[src/rtl/sbentsrc_pkg.sv]
// Shared definitions for the entropy-source controller.
// Holds the controller FSM state encoding, the alarm code values reported
// on o_alarm_code, and a small constant helper used for counter sizing.
package sbentsrc_pkg;

    typedef enum logic [2:0] {
        IDLE,
        SRC_RST,
        WARMUP,
        COLLECT,
        HOLD,
        ALARM
    } state_t;

    typedef logic [1:0] alarm_code_t;

    localparam alarm_code_t ALARM_NONE = 2'b00;
    localparam alarm_code_t ALARM_RCT  = 2'b01;
    localparam alarm_code_t ALARM_APT  = 2'b10;

    // Length of the source reset pulse in cycles.
    localparam int unsigned SRC_RST_CYCLES = 2;

    function automatic int unsigned max_u(input int unsigned a, input int unsigned b);
        return (a > b) ? a : b;
    endfunction

endpackage

[src/rtl/sbentsrc_if.sv]
// Output word handshake between the entropy controller and its consumer.
//   o_data  : assembled random word (held stable while o_valid is high)
//   o_valid : word available
//   i_ready : consumer accepts the word
// master = controller side, slave = consumer side.
interface sbentsrc_if #(
    parameter int unsigned OUT_WIDTH = 32
);
    logic [OUT_WIDTH-1:0] o_data;
    logic                 o_valid;
    logic                 i_ready;

    modport master (output o_data, output o_valid, input i_ready);
    modport slave  (input o_data, input o_valid, output i_ready);
endinterface

[src/rtl/sbentsrc_health.sv]
// Online health tests on the raw entropy stream.
//   i_clk, i_reset    : clock, synchronous active-high reset
//   i_clear           : restart both tests (new source run)
//   i_sample          : raw sample
//   i_sample_valid    : sample is consumed this cycle
//   o_rct_fail        : repetition-count test fails on the current sample
//   o_apt_fail        : adaptive-proportion test fails on the current sample
// Fail flags are combinational on the sample being consumed so the controller
// can react on the same edge that accepts it.
module sbentsrc_health #(
    parameter int unsigned RNG_WIDTH  = 4,
    parameter int unsigned RCT_CUTOFF = 8,
    parameter int unsigned APT_WINDOW = 64,
    parameter int unsigned APT_CUTOFF = 40
) (
    input  logic                 i_clk,
    input  logic                 i_reset,
    input  logic                 i_clear,
    input  logic [RNG_WIDTH-1:0] i_sample,
    input  logic                 i_sample_valid,
    output logic                 o_rct_fail,
    output logic                 o_apt_fail
);
    localparam int unsigned RCT_W = $clog2(RCT_CUTOFF + 1);
    localparam int unsigned WIN_W = (APT_WINDOW > 1) ? $clog2(APT_WINDOW) : 1;
    localparam int unsigned APT_W = $clog2(APT_WINDOW + 1);

    logic [RNG_WIDTH-1:0] last_q;
    logic [RNG_WIDTH-1:0] ref_q;
    logic                 have_last_q;
    logic [RCT_W-1:0]     run_q, run_d;
    logic [WIN_W-1:0]     win_q;
    logic [APT_W-1:0]     hits_q, hits_d;
    logic                 win_start;
    logic                 win_end;

    always_comb begin
        run_d = RCT_W'(1);
        if (have_last_q && (i_sample == last_q)) begin
            // Saturate: an alarm stops sampling, but never wrap regardless.
            run_d = (run_q == RCT_W'(RCT_CUTOFF)) ? run_q : run_q + 1'b1;
        end
        win_start = (win_q == '0);
        win_end   = (win_q == WIN_W'(APT_WINDOW - 1));
        // The first sample of a window becomes the reference and counts once.
        hits_d = win_start ? APT_W'(1) : hits_q + APT_W'(i_sample == ref_q);
    end

    assign o_rct_fail = i_sample_valid && (32'(run_d) >= RCT_CUTOFF);
    assign o_apt_fail = i_sample_valid && (32'(hits_d) > APT_CUTOFF);

    always_ff @(posedge i_clk) begin
        if (i_reset || i_clear) begin
            last_q      <= '0;
            ref_q       <= '0;
            have_last_q <= 1'b0;
            run_q       <= '0;
            win_q       <= '0;
            hits_q      <= '0;
        end else if (i_sample_valid) begin
            last_q      <= i_sample;
            have_last_q <= 1'b1;
            run_q       <= run_d;
            hits_q      <= hits_d;
            if (win_start) begin
                ref_q <= i_sample;
            end
            win_q <= win_end ? '0 : win_q + 1'b1;
        end
    end

endmodule

[src/rtl/sbentsrc_ctrl.sv]
// Entropy-source controller: resets and warms up the source, packs raw
// samples into words, and runs continuous health tests.
//   i_clk, i_reset        : clock, synchronous active-high reset
//   i_start, i_stop       : run control
//   o_src_en, o_src_reset : entropy source control
//   i_raw                 : raw sample from the source
//   bus                   : word handshake (o_data/o_valid/i_ready)
//   o_busy                : controller not idle
//   o_alarm, o_alarm_code : latched health failure and its cause
//   i_clear_alarm         : alarm acknowledge
module sbentsrc_ctrl
    import sbentsrc_pkg::*;
#(
    parameter int unsigned RNG_WIDTH     = 4,
    parameter int unsigned OUT_WIDTH     = 32,
    parameter int unsigned WARMUP_CYCLES = 64,
    parameter int unsigned RCT_CUTOFF    = 8,
    parameter int unsigned APT_WINDOW    = 64,
    parameter int unsigned APT_CUTOFF    = 40
) (
    input  logic                 i_clk,
    input  logic                 i_reset,
    input  logic                 i_start,
    input  logic                 i_stop,
    output logic                 o_src_en,
    output logic                 o_src_reset,
    input  logic [RNG_WIDTH-1:0] i_raw,
    sbentsrc_if.master           bus,
    output logic                 o_busy,
    output logic                 o_alarm,
    output logic [1:0]           o_alarm_code,
    input  logic                 i_clear_alarm
);
    localparam int unsigned N       = OUT_WIDTH / RNG_WIDTH;
    localparam int unsigned CNT_MAX = max_u(max_u(WARMUP_CYCLES, N - 1), SRC_RST_CYCLES - 1);
    localparam int unsigned CNT_W   = max_u($clog2(CNT_MAX + 1), 1);

    state_t               state_q, state_d;
    logic [CNT_W-1:0]     cnt_q, cnt_d;
    logic [OUT_WIDTH-1:0] acc_q, acc_d;
    logic [OUT_WIDTH-1:0] data_q, data_d;
    alarm_code_t          code_q, code_d;
    logic [OUT_WIDTH-1:0] acc_shift;
    logic                 sample_valid;
    logic                 health_clear;
    logic                 rct_fail;
    logic                 apt_fail;
    logic                 fail;

    // WARMUP spends its first cycle (cnt 0) letting the freshly enabled source
    // produce a registered sample; samples are consumed on cnt 1..WARMUP_CYCLES.
    assign sample_valid = ((state_q == WARMUP) && (cnt_q != '0)) || (state_q == COLLECT);
    assign health_clear = (state_q == IDLE) && i_start;
    assign fail         = rct_fail || apt_fail;
    // New sample shifts in at the bottom, so the first one ends up in the MSBs.
    assign acc_shift    = OUT_WIDTH'({acc_q, i_raw});

    sbentsrc_health #(
        .RNG_WIDTH (RNG_WIDTH),
        .RCT_CUTOFF(RCT_CUTOFF),
        .APT_WINDOW(APT_WINDOW),
        .APT_CUTOFF(APT_CUTOFF)
    ) u_health (
        .i_clk         (i_clk),
        .i_reset       (i_reset),
        .i_clear       (health_clear),
        .i_sample      (i_raw),
        .i_sample_valid(sample_valid),
        .o_rct_fail    (rct_fail),
        .o_apt_fail    (apt_fail)
    );

    always_ff @(posedge i_clk) begin
        if (i_reset) begin
            state_q <= IDLE;
            cnt_q   <= '0;
            acc_q   <= '0;
            data_q  <= '0;
            code_q  <= ALARM_NONE;
        end else begin
            state_q <= state_d;
            cnt_q   <= cnt_d;
            acc_q   <= acc_d;
            data_q  <= data_d;
            code_q  <= code_d;
        end
    end

    always_comb begin
        state_d = state_q;
        cnt_d   = '0;
        acc_d   = acc_q;
        data_d  = data_q;
        code_d  = code_q;
        case (state_q)
            IDLE: begin
                if (i_start) begin
                    state_d = SRC_RST;
                    acc_d   = '0;
                end
            end
            SRC_RST: begin
                if (i_stop) begin
                    state_d = IDLE;
                end else if (cnt_q == CNT_W'(SRC_RST_CYCLES - 1)) begin
                    state_d = WARMUP;
                end else begin
                    cnt_d = cnt_q + 1'b1;
                end
            end
            WARMUP: begin
                if (fail) begin
                    state_d = ALARM;
                    code_d  = rct_fail ? ALARM_RCT : ALARM_APT;
                end else if (i_stop) begin
                    state_d = IDLE;
                end else if (cnt_q == CNT_W'(WARMUP_CYCLES)) begin
                    state_d = COLLECT;
                end else begin
                    cnt_d = cnt_q + 1'b1;
                end
            end
            COLLECT: begin
                acc_d = acc_shift;
                if (fail) begin
                    state_d = ALARM;
                    code_d  = rct_fail ? ALARM_RCT : ALARM_APT;
                end else if (i_stop) begin
                    state_d = IDLE;
                end else if (cnt_q == CNT_W'(N - 1)) begin
                    state_d = HOLD;
                    data_d  = acc_shift;
                end else begin
                    cnt_d = cnt_q + 1'b1;
                end
            end
            HOLD: begin
                // Stop with ready still completes the transfer this cycle.
                if (i_stop) begin
                    state_d = IDLE;
                end else if (bus.i_ready) begin
                    state_d = COLLECT;
                end
            end
            ALARM: begin
                if (i_clear_alarm) begin
                    state_d = IDLE;
                    code_d  = ALARM_NONE;
                end
            end
            default: state_d = IDLE;
        endcase
    end

    assign o_src_en     = (state_q == WARMUP) || (state_q == COLLECT) || (state_q == HOLD);
    assign o_src_reset  = (state_q == SRC_RST);
    assign o_busy       = (state_q != IDLE);
    assign o_alarm      = (state_q == ALARM);
    assign o_alarm_code = code_q;
    assign bus.o_valid  = (state_q == HOLD);
    assign bus.o_data   = data_q;

endmodule

[src/flat_wrapper.sv]
// flat-port wrapper written by rule: the top's interface ports become plain ports
module sbentsrc_ctrl_flat import sbentsrc_pkg::*;
#(
    parameter int unsigned RNG_WIDTH     = 4,
    parameter int unsigned OUT_WIDTH     = 32,
    parameter int unsigned WARMUP_CYCLES = 64,
    parameter int unsigned RCT_CUTOFF    = 8,
    parameter int unsigned APT_WINDOW    = 64,
    parameter int unsigned APT_CUTOFF    = 40
)
  (i_clk, i_reset, i_start, i_stop, o_src_en, o_src_reset, i_raw, o_busy, o_alarm, o_alarm_code, i_clear_alarm, bus_o_data, bus_o_valid, bus_i_ready);
  sbentsrc_if #(.OUT_WIDTH(OUT_WIDTH)) bus_i ();
  input  logic i_clk;
  input  logic i_reset;
  input  logic i_start;
  input  logic i_stop;
  output logic o_src_en;
  output logic o_src_reset;
  input  logic [RNG_WIDTH-1:0] i_raw;
  output logic o_busy;
  output logic o_alarm;
  output logic [1:0] o_alarm_code;
  input  logic i_clear_alarm;
  output wire logic [$bits(bus_i.o_data)-1:0] bus_o_data;
  output wire logic [$bits(bus_i.o_valid)-1:0] bus_o_valid;
  input wire logic [$bits(bus_i.i_ready)-1:0] bus_i_ready;
  assign bus_o_data = bus_i.o_data;
  assign bus_o_valid = bus_i.o_valid;
  assign bus_i.i_ready = bus_i_ready;
  sbentsrc_ctrl #(.RNG_WIDTH(RNG_WIDTH), .OUT_WIDTH(OUT_WIDTH), .WARMUP_CYCLES(WARMUP_CYCLES), .RCT_CUTOFF(RCT_CUTOFF), .APT_WINDOW(APT_WINDOW), .APT_CUTOFF(APT_CUTOFF)) u_core (.i_clk(i_clk), .i_reset(i_reset), .i_start(i_start), .i_stop(i_stop), .o_src_en(o_src_en), .o_src_reset(o_src_reset), .i_raw(i_raw), .bus(bus_i), .o_busy(o_busy), .o_alarm(o_alarm), .o_alarm_code(o_alarm_code), .i_clear_alarm(i_clear_alarm));
endmodule
[config.mk]
export PLATFORM = sky130hd
export DESIGN_NAME = sbentsrc_ctrl_flat
export DESIGN_NICKNAME = d
export VERILOG_FILES = /design/src/rtl/sbentsrc_pkg.sv /design/src/rtl/sbentsrc_if.sv /design/src/rtl/sbentsrc_health.sv /design/src/rtl/sbentsrc_ctrl.sv /design/src/flat_wrapper.sv
export SDC_FILE = /design/constraint.sdc
export NUM_CORES = 1
export LEC_CHECK = 0
export CORE_AREA = 5 5 101 103
export CTS_CLUSTER_DIAMETER = 150
export DETAILED_ROUTE_END_ITERATION = 6
export DIE_AREA = 0 0 106 108
export PLACE_DENSITY = 0.72
export SLEW_MARGIN = 20
export SYNTH_ARGS = -nofsm -noshare
export SYNTH_HDL_FRONTEND = slang
export SYNTH_SLANG_ARGS = --single-unit
[constraint.sdc]
create_clock -name i_clk -period 2.8 [get_ports i_clk]
set_input_delay 0.42 -clock i_clk [delete_from_list [all_inputs] [get_ports i_clk]]
set_output_delay 0.42 -clock i_clk [all_outputs]
set_load 0.05 [all_outputs]
==> flow_summary.toml, run 1 <==
[final_layout]
nFillCells = 776
multi_input_area_um2 = 2360
antenna_cells = 0
layout.cells.non_filler = 663
area_delta_synth_final_pct = 21.6
nNetsFinal = 566
drive_above_1_share = 0.111
seqCellArea_um2 = 1960
final_area_um2 = 5400

[sta]
tightest_slew_ps = 698
whs_ps = 295
fmaxAchievable_mhz = 366
finalSetupViolCount = 0
maxSlewHeadroom = 0.533
rsz0062_at_grt = "yes"
min_period_over_period = 0.976
slew_violations = 0
skew_ps = 9.46
min_period_ps = 2730
finalHoldViolCount = 0

[routing]
ant_nets = 0
drc = 0
wl_um = 9730
drt_iter0_drc = 164
num_vias = 3533
first_pass_iters = 4
wl_per_cell_um = 14.7
vias_per_cell = 5.33

[power]
total_leakage_power_nw = 1.80
p_per_area_nw_per_um2 = 466
total_power_w = 0.00252
peakVddDrop_mv = 0.232

[yosys]
netlist_area_um2 = 4440
netlist_top_cells_area = "dfxtp_1, nand2b_1, mux2i_1"
yosys.area.top_type = "dfxtp_1"
synth_flop_cell = "dfxtp_1"
avgSynthCellArea_um2 = 8.96
synth.yosys.seq_area_share = 0.442
syn-num-nets = 515
synth_warnings = 0
async_flop_share = 0
synth_cells = 496
synth_top_area_share = 0.442
synth.distinct_cells = 43
ys_ff_latch = 98
synth_edf_count = 0

[die]
fp.dieH_um = 108
initial_core_util = 0.488
die_x_um = 106
core_um2 = 9110
ioPinCount = 49
dieArea_um2 = 11400
num_rows = 35

[global_route]
grt_pass1_vias = 3441
antenna_found_initial = 0
grt_max_degree = 94
grt_pass1_wl_um = 16500
grt_overflow_total = 0
track_usage = 0.174

[critical_path]
worst_setup_path_end_kind = "register"
path_common_cell = "and3_4"
slowest_stage = "nor4_2"
start_kind = "input pin"
cp.arrival_ps = 3030
path_cells = "dlygate4sd2_1, xor2_1, nor4_2, ha_2, ha_4, and3_4, and3_4, xnor2_2, o22ai_2, a211oi_4, buf_6, buf_12, buf_16, mux2i_1"
worst_path_largest_cell_delay_ps = 320
crit_fanout = 8
ff2ff_setup_slack_ps = 80
worstSetupPathType = "in2reg"
worst_ep_required_time_ps = 3100

[clock_network]
clockRootBuffer = "clkbuf_8"
cts_buffers = 9
clkSinkCount = 98
clockBufferDepth = 2
clock_latency_ps = 360
tritoncts = "done"
clk_pin_slew_ps = 100
htree_levels = 3

[placed_design]
dp_hpwl_um = 6200
place_inst = 640
portBuffers = 48
place_congestion = 0.826
dpl_cell_area_um2 = 5050

[status]
status = "finished clean"

[hold_path]
hold_class = "in2reg"

[run]
drv_cap = 0
-- cell type report --
| class | count | share of cell area |
|---|---|---|
| multi-input combinational | 356 | 0.436 |
| sequential | 98 | 0.363 |
| timing repair buffer | 71 | 0.135 |
| tap | 111 | 0.0257 |
| clock buffer | 9 | 0.0229 |
| clock inverter | 7 | 0.00972 |
| inverter | 11 | 0.00764 |
-- cell usage after synthesis (all sizes together) (7+ instances only) --
| cell | instances |
|---|---|
| dfxtp | 98 |
| nand2b | 66 |
| nor2 | 50 |
| nand2 | 35 |
| mux2i | 33 |
| a22oi | 29 |
| a21oi | 26 |
| clkbuf | 21 |
| xor2 | 17 |
| nor3 | 13 |
| inv | 11 |
| nand3 | 11 |
| buf | 10 |
| ha | 9 |
| nor4 | 8 |
| o21ai | 8 |
| xnor2 | 7 |
-- routing by layer --
metal | wire [µm] | share of wire | vias to the layer above | global-route usage
li1 | - | - | 1797 | -
met1 | 4350 | 0.45 | 1673 | 0.224
met2 | 4970 | 0.51 | 51 | 0.302
met3 | 281 | 0.029 | 12 | 0.0287
met4 | 131 | 0.013 | 0 | 0.0509
met5 | 0 | 0 | - | 0
-- worst paths after layout --
path                                           startpoint                        end  cells after the start
worst max register to register   u_core.u_health.ref_q[0]       u_core.bus.o_data[9]                     13
worst min register to register  u_core.u_health.last_q[3]  u_core.u_health.last_q[3]                      2
worst max-delay path                             i_raw[2]       u_core.bus.o_data[9]                     14
worst min-delay path                              i_reset          u_core.state_q[2]                      2
-- placed cells by master, fill, tap and decap left out, types with 4 or more instances in the layout --
cell and count:
nand3_1 11, buf_4 16, a22oi_1 29, mux2i_1 33, nand4_1 5, dfxtp_1 97, a21oi_1 25, nand2b_1 66
inv_1 11, nand3b_1 4, nor3_1 13, clkbuf_8 9, ha_1 7, nor4_1 6, nor2_1 48, xor2_1 17
clkdlybuf4s50_1 43, xnor2_1 6, o21ai_0 7, nand2_1 35, dlygate4sd2_1 4, nor3b_1 4
-- timing repair --
action | CTS | global route
cloned | 3 | 0
hold buffers | 0 | 0
pin swaps | 5 | 0
gates resized for setup | 18 | 4
buffers inserted | 3 | 2
endpoints found under the setup margin | 44 | 39
-- metrics by stage --
| step | utilization | setup slack (ps) | TNS [ps] |
|---|---|---|---|
| floorplan | - | 3.24 | 0 |
| finish | 0.593 | 66.2 | 0 |
| detailed placement | 0.554 | -525 | -21580 |
| CTS | 0.593 | 74.6 | 0 |
| global route | 0.593 | -56.8 | -532 |
| global placement | 0.554 | -484 | -20190 |
-- cells by family (layout without fill, tap and decap cells) --
group / after synthesis / in the layout / share of synthesized area
and+or+nand+nor: 210 / 210 / 0.248
DFF: 98 / 98 / 0.442
AOI/OAI and AO/OA: 80 / 80 / 0.121
buffers and inverters: 42 / 98 / 0.0425
muxes: 33 / 33 / 0.0743
xor gates and xnor gates: 24 / 24 / 0.0473
adders and majority gates: 9 / 9 / 0.0253
-- flip-flops by register name, summed over array words and instances, names as in the netlist --
| register | count |
|---|---|
| u_core.u_health.run_q | 4 |
| u_core.bus.o_data | 32 |
| u_core.u_health.hits_q | 7 |
| u_core.state_q | 3 |
| u_core.cnt_q | 7 |
| u_core.u_health.last_q | 4 |
| u_core.o_alarm_code | 2 |
| u_core.u_health.win_q | 6 |
| u_core.u_health.have_last_q | 1 |
| u_core.acc_q | 28 |
| u_core.u_health.ref_q | 4 |
-- worst max-delay path, delay by kind of cell --
kind                     cells  cell delay, ps
AO/OA/AOI/OAI                2             330
XOR/XNOR                     2             280
multiplexers                 1             180
AND/OR/NAND/NOR              3             720
buffers and inverters        4             670
adder cells (fa/ha/maj)      2             420
-- power breakdown --
| part | internal (W) | total (W) | switching, W |
|---|---|---|---|
| clock | 0.000329 | 0.000847 | 0.000518 |
| combinational | 0.0000921 | 0.000257 | 0.000165 |
| sequential | 0.00140 | 0.00142 | 0.0000142 |
| total | 0.00182 | 0.00252 | 0.000697 |
No activity file was read; power rests on OpenSTA's default activity.
==> run 2: changes to the inputs <==
Settings changed: PLACE_DENSITY 0.72 to 0.73, RECOVER_POWER set to 50, TNS_END_PERCENT set to 20.
==> run 2 against run 1 <==
Net effect:
- the flow now finishes with violations (negative setup slack)
- critical path type unchanged
- power is 1.3% higher
- global-route usage is 0.27 points lower
- sequential share of layout area hardly changed
- maximum frequency is 2.8% lower
- final cell count stayed put
- setup slack worse by 78 ps
- sequential cell count stayed put
- register-to-register slack worse by 70 ps
- cell area hardly changed
- largest power group unchanged
==> flow_summary.toml, run 2 (same netlist as run 1, synthesis figures left out) <==
[critical_path]
cp_top_family = "simple AND/OR/NAND/NOR gates"
worst_ep_required_time_ps = 3080
path_cells = "dlygate4sd2_1, xor2_1, nor4_2, ha_2, ha_4, and3_4, and3_4, xnor2_2, o22ai_2, a211oi_4, buf_6, buf_12, buf_12, mux2i_1"
worstSetupPathType = "in2reg"
critical_path_depth = 14
cp.arrival_ps = 3090
crit_buf_inv = 4
worst_setup_path_end_kind = "register"
worst_path_largest_cell_delay_ps = 300
start_kind = "input pin"
crit_fanout = 6
worstRegToRegCells = 13
slowest_stage = "nor4_2"

[placed_design]
place_inst = 642
place_congestion = 0.857
portBuffers = 48
place_ws_ps = -561
dp_hpwl_um = 6560

[status]
violations = "negative setup slack"
status = "finished, violations left"

[routing]
drc = 0
num_vias = 3564
ant_nets = 0
wl_um = 9680
wl_per_cell_um = 14.6
first_pass_iters = 5
vias_per_cell = 5.38
drt_iter0_drc = 186

[clock_network]
tritoncts = "done"
cts_buffers = 9
clockBufferDepth = 2
clock_latency_ps = 360
clockRootBuffer = "clkbuf_8"
hold_buffers = 0
clk_pin_slew_ps = 100
clkSinkCount = 98
htree_levels = 3

[sta]
min_period_ps = 2810
slew_violations = 0
skew_ps = 13.0
tightest_slew_ps = 713
finalHoldViolCount = 0
finalSetupViolCount = 1
fmaxAchievable_mhz = 356
min_period_over_period = 1.00
maxSlewHeadroom = 0.524
setup_slack_ps = -11.7
rsz0062_at_grt = "yes"

[die]
initial_core_util = 0.488
fp.dieH_um = 108
ioPinCount = 49
dieArea_um2 = 11400
die_x_um = 106
num_rows = 35
core_um2 = 9110

[hold_path]
min_path_cells = 2
hold_class = "reg2reg"

[final_layout]
antenna_cells = 0
largest_register_ffs = 32
utilization = 0.594
area_delta_synth_final_pct = 21.7
drive_above_1_share = 0.109
nNetsFinal = 567
final_common_cell = "dfxtp_1"
layout.cells.most_common_list = "dfxtp_1, nand2b_1, nor2_1"
layout.cells.non_filler = 663

[power]
total_power_w = 0.00255
p_per_area_nw_per_um2 = 472
peakVddDrop_mv = 0.239
total_leakage_power_nw = 1.92

[run]
drv_cap = 0

[global_route]
grt_max_degree = 98
grt_pass1_vias = 3425
antenna_found_initial = 0
grt_overflow_total = 0
grt_pass1_wl_um = 16100
track_usage = 0.171
run 2: worst min-delay path, stage by stage (launching register included):
cell     delay (ps)
dfxtp_2         340
nand2_1          50
a21oi_1          50
run 2: metal layers:
| layer | wire, µm | track usage |
|---|---|---|
| met1 | 4110 | 0.204 |
| met4 | 185 | 0.0675 |
| met5 | 0 | 0 |
| met2 | 5010 | 0.307 |
| met3 | 378 | 0.0299 |
run 2: report_power, final:
group | internal (W) | total, W | switching, W
clock | 0.000393 | 0.000876 | 0.000483
combinational | 0.0000928 | 0.000261 | 0.000168
sequential | 0.00140 | 0.00141 | 0.0000135
total | 0.00189 | 0.00255 | 0.000665
run 2: what timing repair did:
action	in CTS	in global routing
gates cloned	2	0
endpoints found under the setup margin	40	29
pin swaps	4	3
buffers inserted	4	2
gates resized for setup	16	11
run 2: worst paths after layout:
kind	startpoint	to	slack [ps]
worst max register to register	u_core.u_health.ref_q[0]	u_core.bus.o_data[6]	10
worst max-delay path	i_raw[3]	u_core.bus.o_data[6]	-10
worst min-delay path	u_core.u_health.ref_q[3]	u_core.u_health.ref_q[3]	470
worst min register to register	u_core.u_health.ref_q[3]	u_core.u_health.ref_q[3]	470
run 2: cell type report:
class | instances | area [µm²]
Clock buffer | 12 | 165
Timing Repair Buffer | 72 | 702
Sequential cell | 98 | 1960
Multi-Input combinational cell | 356 | 2370
Fill cell | 803 | 3700
Tap cell | 111 | 139
Inverter | 11 | 41.3
Clock inverter | 3 | 23.8
run 2: through the flow:
step | setup TNS [ps] | area (µm²) | hold WS [ps]
2_1_floorplan | 0 | 4440 | 448
3_3_place_gp | -17820 | 5060 | 452
3_5_place_dp | -21260 | 5060 | 460
4_1_cts | 0 | 5380 | 472
5_1_grt | -949 | 5410 | 493
6_report | -11.7 | 5410 | 470
==> run 3: changes to the inputs <==
Settings changed: SKIP_CTS_REPAIR_TIMING set to 1, SLEW_MARGIN 20 to not set.
==> run 3 against run 2 <==
Net effect:
- the run now ends clean
- sequential share of layout area rose by 0.093 points
- sequential cell count did not move
- clock skew fell by 2.9 ps
- core utilization fell by 0.15 points
- die area did not move
- power fell by 0.41%
- setup slack improved by 57 ps
- first-iteration DRC count fell by 12%
- global-route usage fell by 0.47 points
- critical path type is now reg2reg
- critical endpoint is now u_core.bus.o_data[3]
- largest power group unchanged
==> flow_summary.toml, run 3 (same netlist as run 1, synthesis figures left out) <==
[status]
status = "finished clean"

[hold_path]
hold_class = "reg2reg"
hold_start = "u_core.u_health.ref_q[0]"
min_path_cells = 2
whs_endpoint = "u_core.u_health.ref_q[0]"

[routing]
drt_iter0_drc = 163
top_layer = "met4"
wl_um = 9710
wl_met2_um = 4960
first_pass_iters = 5
vias_per_cell = 5.41
num_vias = 3582
m1WireLength_um = 4220
wl_met3_um = 365
ant_nets = 0
drc = 0
wl_per_cell_um = 14.7

[sta]
maxSlewHeadroom = 0.218
min_period_over_period = 0.984
slew_violations = 0
tightest_slew_ps = 1170
finalHoldViolCount = 0
finalSetupViolCount = 0
min_period_ps = 2760
fmaxAchievable_mhz = 363
setup_slack_ps = 44.9
rsz0062_at_grt = "yes"
whs_ps = 472
skew_ps = 10.0

[global_route]
antenna_found_initial = 0
grt_pass1_wl_um = 15600
grt_max_degree = 98
grt_overflow_total = 0
track_usage = 0.166
grt_pass1_vias = 3356

[critical_path]
worstRegToRegCells = 12
crit_fanout = 6
start_kind = "register"
worstReg2RegStart = "u_core.u_health.ref_q[2]"
reg2reg_to = "u_core.bus.o_data[3]"
worst_ep_required_time_ps = 3080
worstSetupPathType = "reg2reg"
worst_setup_path_end_kind = "register"
cp.arrival_ps = 3040
ff2ff_setup_slack_ps = 40

[placed_design]
place_ws_ps = -561
dp_hpwl_um = 6560
place_congestion = 0.857
place_inst = 642
portBuffers = 48

[clock_network]
clockBufferDepth = 2
cts_buffers = 9
clk_pin_slew_ps = 90
clock_latency_ps = 360
htree_levels = 3
clkSinkCount = 98
clockRootBuffer = "clkbuf_8"
tritoncts = "done"

[final_layout]
layout.cells.non_filler = 662
nNetsFinal = 566
multi_input_area_um2 = 2360
antenna_cells = 0
seqCellArea_um2 = 1960
drive_above_1_share = 0.105
nFillCells = 799
area_delta_synth_final_pct = 21.4
layout.cells.most_common_list = "dfxtp_1, nand2b_1, nor2_1"
largest_register_ffs = 32
final_common_cell = "dfxtp_1"

[power]
peakVddDrop_mv = 0.239
total_leakage_power_nw = 1.95
p_per_area_nw_per_um2 = 471
total_power_w = 0.00254

[die]
die_x_um = 106
dieArea_um2 = 11400
core_um2 = 9110
ioPinCount = 49
num_rows = 35
initial_core_util = 0.488
fp.dieH_um = 108

[run]
drv_cap = 0
run 3: report_power, final:
group	internal [W]	switching [W]	total [W]
Combinational	0.0000933	0.000166	0.000260
Sequential	0.00140	0.0000135	0.00141
Clock	0.000393	0.000474	0.000867
run 3: metrics by stage:
step	cell area (µm²)	setup TNS, ps	util
6_report	5400	0	0.592
5_1_grt	5400	-929	0.592
4_1_cts	5250	-5490	0.577
3_5_place_dp	5060	-21260	0.556
3_3_place_gp	5060	-17820	0.556
2_1_floorplan	4440	0	-
run 3: how the worst max path moves through the flow:
stage                       endpoint  slack (ps)                startpoint  cells past startpoint
3_3_place_gp   u_core.bus.o_data[12]        -440                  i_raw[1]                     12
2_1_floorplan      u_core.state_q[1]           3         u_core.state_q[0]                      7
5_1_grt         u_core.bus.o_data[6]         -60  u_core.u_health.ref_q[0]                     12
3_5_place_dp    u_core.bus.o_data[6]        -560                  i_raw[1]                     12
6_report        u_core.bus.o_data[3]          40  u_core.u_health.ref_q[2]                     12
4_1_cts         u_core.bus.o_data[6]        -200                  i_raw[1]                     12
run 3: cell type report:
cell class / count / share of cell area
multi-input combinational: 356 / 0.438
sequential: 98 / 0.364
timing repair buffer: 71 / 0.130
clock buffer: 12 / 0.0306
tap: 111 / 0.0257
inverter: 11 / 0.00765
clock inverter: 3 / 0.00441
run 3: critical path, stage by stage (launching register included):
cell and delay, ps:
dfxtp_2 340, xor2_1 150, nor4_2 310, ha_2 260, ha_4 140, and3_4 180
and3_4 210, xnor2_2 120, o22ai_2 120, a211oi_4 330, buf_6 170, clkbuf_16 150
mux2i_1 190
run 3: layer usage:
layer | global-route usage | up-vias
li1 | - | 1800
met1 | 0.198 | 1695
met2 | 0.296 | 72
met3 | 0.0334 | 15
met4 | 0.0648 | 0
met5 | 0 | -
==> patch 1 (settings of run 3) <==
`RNG_WIDTH` is set to 4 in 3 places; all go to 16.
--- a/src/rtl/sbentsrc_health.sv
+++ b/src/rtl/sbentsrc_health.sv
@@ -9,5 +9,5 @@
 // can react on the same edge that accepts it.
 module sbentsrc_health #(
-    parameter int unsigned RNG_WIDTH  = 4,
+    parameter int unsigned RNG_WIDTH  = 16,
     parameter int unsigned RCT_CUTOFF = 8,
     parameter int unsigned APT_WINDOW = 64,
--- a/src/rtl/sbentsrc_ctrl.sv
+++ b/src/rtl/sbentsrc_ctrl.sv
@@ -12,5 +12,5 @@
     import sbentsrc_pkg::*;
 #(
-    parameter int unsigned RNG_WIDTH     = 4,
+    parameter int unsigned RNG_WIDTH     = 16,
     parameter int unsigned OUT_WIDTH     = 32,
     parameter int unsigned WARMUP_CYCLES = 64,
--- a/src/flat_wrapper.sv
+++ b/src/flat_wrapper.sv
@@ -2,5 +2,5 @@
 module sbentsrc_ctrl_flat import sbentsrc_pkg::*;
 #(
-    parameter int unsigned RNG_WIDTH     = 4,
+    parameter int unsigned RNG_WIDTH     = 16,
     parameter int unsigned OUT_WIDTH     = 32,
     parameter int unsigned WARMUP_CYCLES = 64,
Interface: changed (resized i_raw); port bits go from 49 to 61. No check against the original RTL was run, so the function may have changed too.
==> patch 1 against run 3 <==
- the run now ends with setup timing left
- global-route usage grew 4.6 points
- cell count grew 18%
- sequential cell count grew 12
- first-iteration DRC count grew 48%
- synthesized cell count grew 18%
- die area is the same
- non-clock buffer count grew 27
- design area grew 20%
- setup slack lost 390 ps
- wire length grew 28%
- synthesized area grew 16%
- maximum frequency shrank 13%
Power is not compared: it rests on default switching activity, and its combinational part moved more than twofold at a synthesized area within 25%.
==> patch 1: results (changes against run 3) <==
Status
  • Run status: complete, but fails checks
  • Violations in the final reports: setup timing

Placed design
  • Number of input and output port buffers inserted: 60 (+25%)
  • Detail Placement HPWL: 8430 µm (+29%)
  • Worst setup slack after placement: -824 ps (-263 ps)
  • Final GP Congestion: 0.842 (-1.7%)

Drt
  • DRT Wirelength: 12400 µm (+28%)
  • Mean number of vias per cell: 5.53 (+2.2%)
  • Drt pass-1 iters: 5 (unchanged)
  • Iter 0 DRT Violations: 242 (+48%)

GRT
  • Largest net degree at the start of global routing: 81 (-17%)
  • Number of antenna violations at the first check in global routing: 0 (unchanged)
  • Number of global-route vias before repair: 4156 (+24%)
  • Global Route Usage Sum: 21.2% (+4.6 points)
  • First-pass GRT wire length: 19700 µm (+26%)

Pwr
  • Worst supply voltage drop on vdd: 0.254 mV
  • Leakage component of the power: roughly 2.5 nW
  • Net load switching power: 1.17 mW

Setup path
  • Slowest library cell on the worst path: or4_4
  • Highest cell delay on the worst timing path: 520 ps (+180 ps)
  • Worst-path fanout max: 8 (+2)
  • Worst endpoint data arrival time: 3460 ps (+420 ps)

Final layout
  • Number of antenna cells inserted: 0 (unchanged)
  • Number of flip-flops in the largest register: 32 (unchanged)
  • Number of inserted filler cells in the final layout: 682 (-15%)
  • Share of layout cells above drive strength 1: 13.5% (+2.9 points)
  • Nets@finish: 695 (+23%)

CTS
  • Buffer levels on the longest clock path: 2 (unchanged)
  • Clock insertion delay at the later pin of the skew report: around 370 ps
  • H-tree depth: 3 (unchanged)
  • CTS Root Buffer Type: clkbuf_8
  • Number of buffers inserted during clock tree synthesis: 9 (unchanged)
  • Clock-pin transition on the worst setup and hold timing paths: 110 ps (+20 ps)

Hold path
  • Type of the most critical hold path: in -> reg

STA
  • Final slew viol count: 0 (unchanged)
  • Fin Setup TNS: -12080 ps (-12080 ps)
  • Slew margin rel.: 18.7% (-3.1 points)
  • Final setup slack of the worst path: -350 ps (-395 ps)
  • Worst Clk Skew: 15.9 ps (+5.85 ps)
  • Number of setup violations in the final report: 43 (+43)

Synthesis
  • Mapped Nets: 616 (+20%)
  • Share of flip-flops with an asynchronous set or reset: 0% (unchanged)
  • Sequential area share after synthesis: 42.8% (-1.4 points)
  • Most used DFF post-synth: dfxtp_1
  • Synth top cells by count: dfxtp_1 (110), nand2_1 (85), nand2b_1 (68), a21oi_1 (48), nor2_1 (41)
  • Most area-consuming cells after synthesis: dfxtp_1 (43%), nand2b_1 (8.3%), mux2i_1 (6.2%), nand2_1 (6.2%), a21oi_1 (4.7%)
  • Count of distinct cell types in the synthesized netlist: 52 (+21%)
  • Yosys synthesis warning count: 0 (unchanged)
patch 1: layout make-up:
type	count	area (µm²)	share of cell area [%]
clock buffer	9	124	1.91
multi-input combinational	435	2880	44.5
clock inverter	7	90.1	1.39
timing repair buffer	98	990	15.3
inverter	10	37.5	0.580
tap	111	139	2.15
sequential	110	2210	34.2
patch 1: worst max-delay path, delay by kind of cell, from the launching register on:
kind	cells	cell delay, ps
adder cells (fa/ha/maj)	2	350
AO/OA/AOI/OAI	2	270
multiplexers	1	200
XOR/XNOR	1	130
flip-flops	1	400
buffers and inverters	3	530
AND/OR/NAND/NOR	4	1200
patch 1: logic make-up (layout without fill, tap and decap cells):
kind of cell	count (synthesis)	after routing	synth area share, %
AND/OR/NAND/NOR	258	258	25.8
flip-flops	110	110	42.8
AO/OA/AOI/OAI	93	93	12.1
XOR/XNOR	43	43	7.31
buffers and inverters	40	124	3.60
multiplexers	32	32	6.22
adder cells (fa/ha/maj)	9	9	2.19
patch 1: path summary, 6_finish.rpt:
path,cells past startpoint,endpoint,from
setup / recovery,13,u_core.bus.o_data[23]$_SDFFE_PP0P_,u_core.u_health.ref_q[6]$_SDFFE_PP0P_
hold / removal,2,u_core.o_alarm_code[0]$_SDFFE_PP0P_,i_reset
setup reg to reg,13,u_core.bus.o_data[23]$_SDFFE_PP0P_,u_core.u_health.ref_q[6]$_SDFFE_PP0P_
hold reg to reg,2,u_core.u_health.last_q[6]$_SDFFE_PP0P_,u_core.u_health.last_q[6]$_SDFFE_PP0P_
patch 1: metrics by stage:
| stage | hold slack (ps) | cell area (µm²) | cells | util (%) | total power [mW] |
|---|---|---|---|---|---|
| after floorplan | 448 | 5220 | 585 | - | 2.26 |
| after global placement | 454 | 6080 | 759 | 66.7 | 2.51 |
| after detailed placement | 458 | 6080 | 759 | 66.7 | 2.52 |
| after CTS | 302 | 6290 | 775 | 69.1 | 3.52 |
| after global routing | 310 | 6470 | 780 | 71.0 | 3.66 |
| final | 309 | 6470 | 780 | 71.0 | 3.50 |
patch 1: power by group through the flow:
stage / Clock [mW] / Combinational [mW] / Sequential, mW
2_1_floorplan: 0 / 0.581 / 1.68
3_3_place_gp: 0 / 0.805 / 1.71
3_5_place_dp: 0 / 0.814 / 1.71
4_1_cts: 1.03 / 0.817 / 1.67
5_1_grt: 1.09 / 0.885 / 1.68
6_report: 1.01 / 0.819 / 1.68
patch 1: per-layer routing:
metal  track usage, %  share of wire, %  up-vias
li1                 -                 -     2149
met1             26.0                43     2031
met2             36.5                49      102
met3             3.58               5.0       31
met4             9.90               3.3        0
met5                0                 0        -
==> patch 2 (settings of run 3) <==
Made on the original files. Re-encode `state_t` (6 states) as one-hot, 6 bits wide.
--- a/src/rtl/sbentsrc_pkg.sv
+++ b/src/rtl/sbentsrc_pkg.sv
@@ -4,11 +4,11 @@
 package sbentsrc_pkg;
 
-    typedef enum logic [2:0] {
-        IDLE,
-        SRC_RST,
-        WARMUP,
-        COLLECT,
-        HOLD,
-        ALARM
+    typedef enum logic [5:0] {
+        IDLE    = 6'b000001,
+        SRC_RST = 6'b000010,
+        WARMUP  = 6'b000100,
+        COLLECT = 6'b001000,
+        HOLD    = 6'b010000,
+        ALARM   = 6'b100000
     } state_t;
 
Formal check against the unedited RTL: no difference found for any inputs over 10 cycles, from zero or initial values and one cycle with i_reset high; not proved beyond that.
==> patch 2 against run 3 <==
- the run now ends with setup timing left
- non-clock buffer count rose by 7
- design area rose by 2.5%
- setup slack got worse by 210 ps
- sequential power rose by 3%
- sequential cell count rose by 3
- synthesized area fell by 2.0%
- cell count rose by 4.2%
- wire length rose by 7.6%
- critical endpoint is now u_core.bus.o_data[23]$_SDFFE_PP0P_
- sequential share of layout area rose by 0.23 points
- total power fell by 0.96%
==> patch 2: results (changes against run 3) <==
Final layout
  • Share of layout cells above drive strength 1: 14.3% (+3.8 points)
  • Final Instance Count excl. Fillers: 690 (+4.2%)
  • Nets@finish: 593 (+4.8%)
  • Number of antenna cells inserted: 0 (unchanged)
  • Number of flip-flops in the largest register: 32 (unchanged)

Status
  • Violations in the final reports: setup timing
  • Run status: complete, but fails checks

Drt
  • DR top layer: met4
  • Mean number of vias per cell: 5.50 (+1.7%)
  • Met3 routed wirelength: 450 µm (+23%)
  • Met2 wire length: 5230 µm (+5.5%)
  • M1 WL: 4570 µm (+8.2%)
  • DRT Wirelength: 10500 µm (+7.6%)
  • Drt pass-1 iters: 6 (+1)
  • Iter 0 DRT Violations: 253 (+55%)

Synthesis
  • Synth top area share: 46.5% (+2.3 points)
  • Parity-gate share of the synthesized area counting xor and xnor cells: 3.82% (-0.91 points)
  • Post-Synthesis Mean Instance Area: 8.40 µm² (-6.2%)
  • Mapped Nets: 537 (+4.3%)
  • Adder and majority cell fraction of the synthesized area: 2.59% (+0.052 points)
  • Yosys synthesis warning count: 0 (unchanged)
  • Most used DFF post-synth: dfxtp_1
  • Proportion of synthesized area in mux cells: 7.36% (-0.076 points)
  • Fraction of the mapped netlist area in compound gates: 11.2% (-0.93 points)
  • Most area-consuming cells after synthesis: dfxtp_1 (46%), mux2i_1 (7.4%), a21oi_1 (6.3%), nand2_1 (5.9%), nor2_1 (5.5%)
  • Count of distinct cell types in the synthesized netlist: 44 (+2.3%)
  • Synth top cells by count: dfxtp_1 (101), nand2_1 (68), nor2_1 (64), a21oi_1 (55), nand3_1 (43)
  • Sequential area share after synthesis: 46.5% (+2.3 points)

CTS
  • Number of buffers inserted during clock tree synthesis: 9 (unchanged)
  • CTS Root Buffer Type: clkbuf_8
  • Buffer levels on the longest clock path: 2 (unchanged)
  • Clock insertion delay at the later pin of the skew report: 390 ps (+30 ps)

STA
  • Worst Clk Skew: 23.4 ps (+13.3 ps)
  • Slew margin rel.: 58.8% (+37 points)
  • Final setup slack of the worst path: -161 ps (-205 ps)
  • Fin Setup TNS: -2840 ps (-2840 ps)
  • Number of setup violations in the final report: 35 (+35)

GRT
  • Global Route Usage Sum: 17.8% (+1.1 points)
  • First-pass GRT wire length: 16700 µm (+6.9%)
  • Largest net degree at the start of global routing: 55 (-44%)
  • Number of antenna violations at the first check in global routing: 0 (unchanged)
  • Number of global-route vias before repair: 3681 (+9.7%)

Setup path
  • Worst endpoint data arrival time: 3220 ps (+180 ps)
  • Worst-path fanout max: 6 (unchanged)
  • Timing startpoint of the critical path: u_core.u_health.ref_q[0]$_SDFFE_PP0P_

Placed design
  • Detail Placement HPWL: 6740 µm (+2.8%)
  • Final GP Congestion: 0.885 (+3.4%)
  • Cells after DPL: 664 (+3.4%)

Hold path
  • Type of the most critical hold path: in -> reg
  • Worst hold start: i_reset

Pwr
  • Worst supply voltage drop on vdd: 0.250 mV (+4.8%)
  • Leakage component of the power: 2.34 nW (+20%)
-- patch 2: cell types whose count changed in the layout (fill, tap and decap cells not counted), moves of 4 or more --
cell / change
a21oi_1: +29
a22oi_1: -29
buf_4: +8
clkinv_8: +4
nand2_1: +32
nand2b_1: -63
nand3_1: +31
nor2_1: +13
xor2_1: -6
-- patch 2: logic make-up (layout without fill, tap and decap cells) --
family,after synthesis,count (layout)
xor+xnor,19,19
simple gates,227,227
buf+inv,47,108
fa+ha+maj,9,9
compound gates,83,83
mux,32,32
flops,101,101
-- patch 2: routing by layer --
layer	vias up	GRT usage, %
li1	1884	-
met1	1808	21.6
met2	86	30.9
met3	20	4.24
met4	0	6.01
met5	-	0
-- patch 2: worst max-delay path, cell delays in order, from the launching register on --
cell,delay (ps)
dfxtp_2,350
xor2_2,190
nor4_2,330
ha_2,280
ha_4,170
nand2_4,60
or3_4,410
a211oi_4,320
a211oi_4,80
nand2_4,190
clkbuf_16,180
mux2i_1,220
nor2_1,60
-- patch 2: path summary, 6_finish.rpt --
path | to | slack, ps | cells after the start
max | u_core.bus.o_data[23]$_SDFFE_PP0P_ | -160 | 12
min | u_core.bus.o_data[31]$_SDFFE_PP0P_ | 420 | 2
max reg2reg | u_core.bus.o_data[23]$_SDFFE_PP0P_ | -160 | 12
min reg2reg | u_core.acc_q[27]$_SDFFE_PP0P_ | 480 | 2
-- patch 2: area by class of cell --
class	count	area (µm²)
tap	111	139
sequential	101	2020
clock buffer	9	124
fill	777	3580
multi-input combinational	370	2300
timing repair buffer	78	801
inverter	14	52.6
clock inverter	7	90.1
-- patch 2: through the flow --
stage	cell area, µm²	total power, mW	util, %	worst slack, ps
floorplan	4380	1.57	-	-34.7
global placement	5040	1.62	55.3	-426
detailed placement	5040	1.62	55.3	-456
CTS	5250	2.54	57.7	-206
global route	5530	2.61	60.7	-258
finish	5530	2.52	60.7	-161
-- patch 2: power breakdown --
part,switching [mW],internal [mW]
registers,0.00562,1.44
logic,0.0950,0.0454
clock network,0.575,0.357
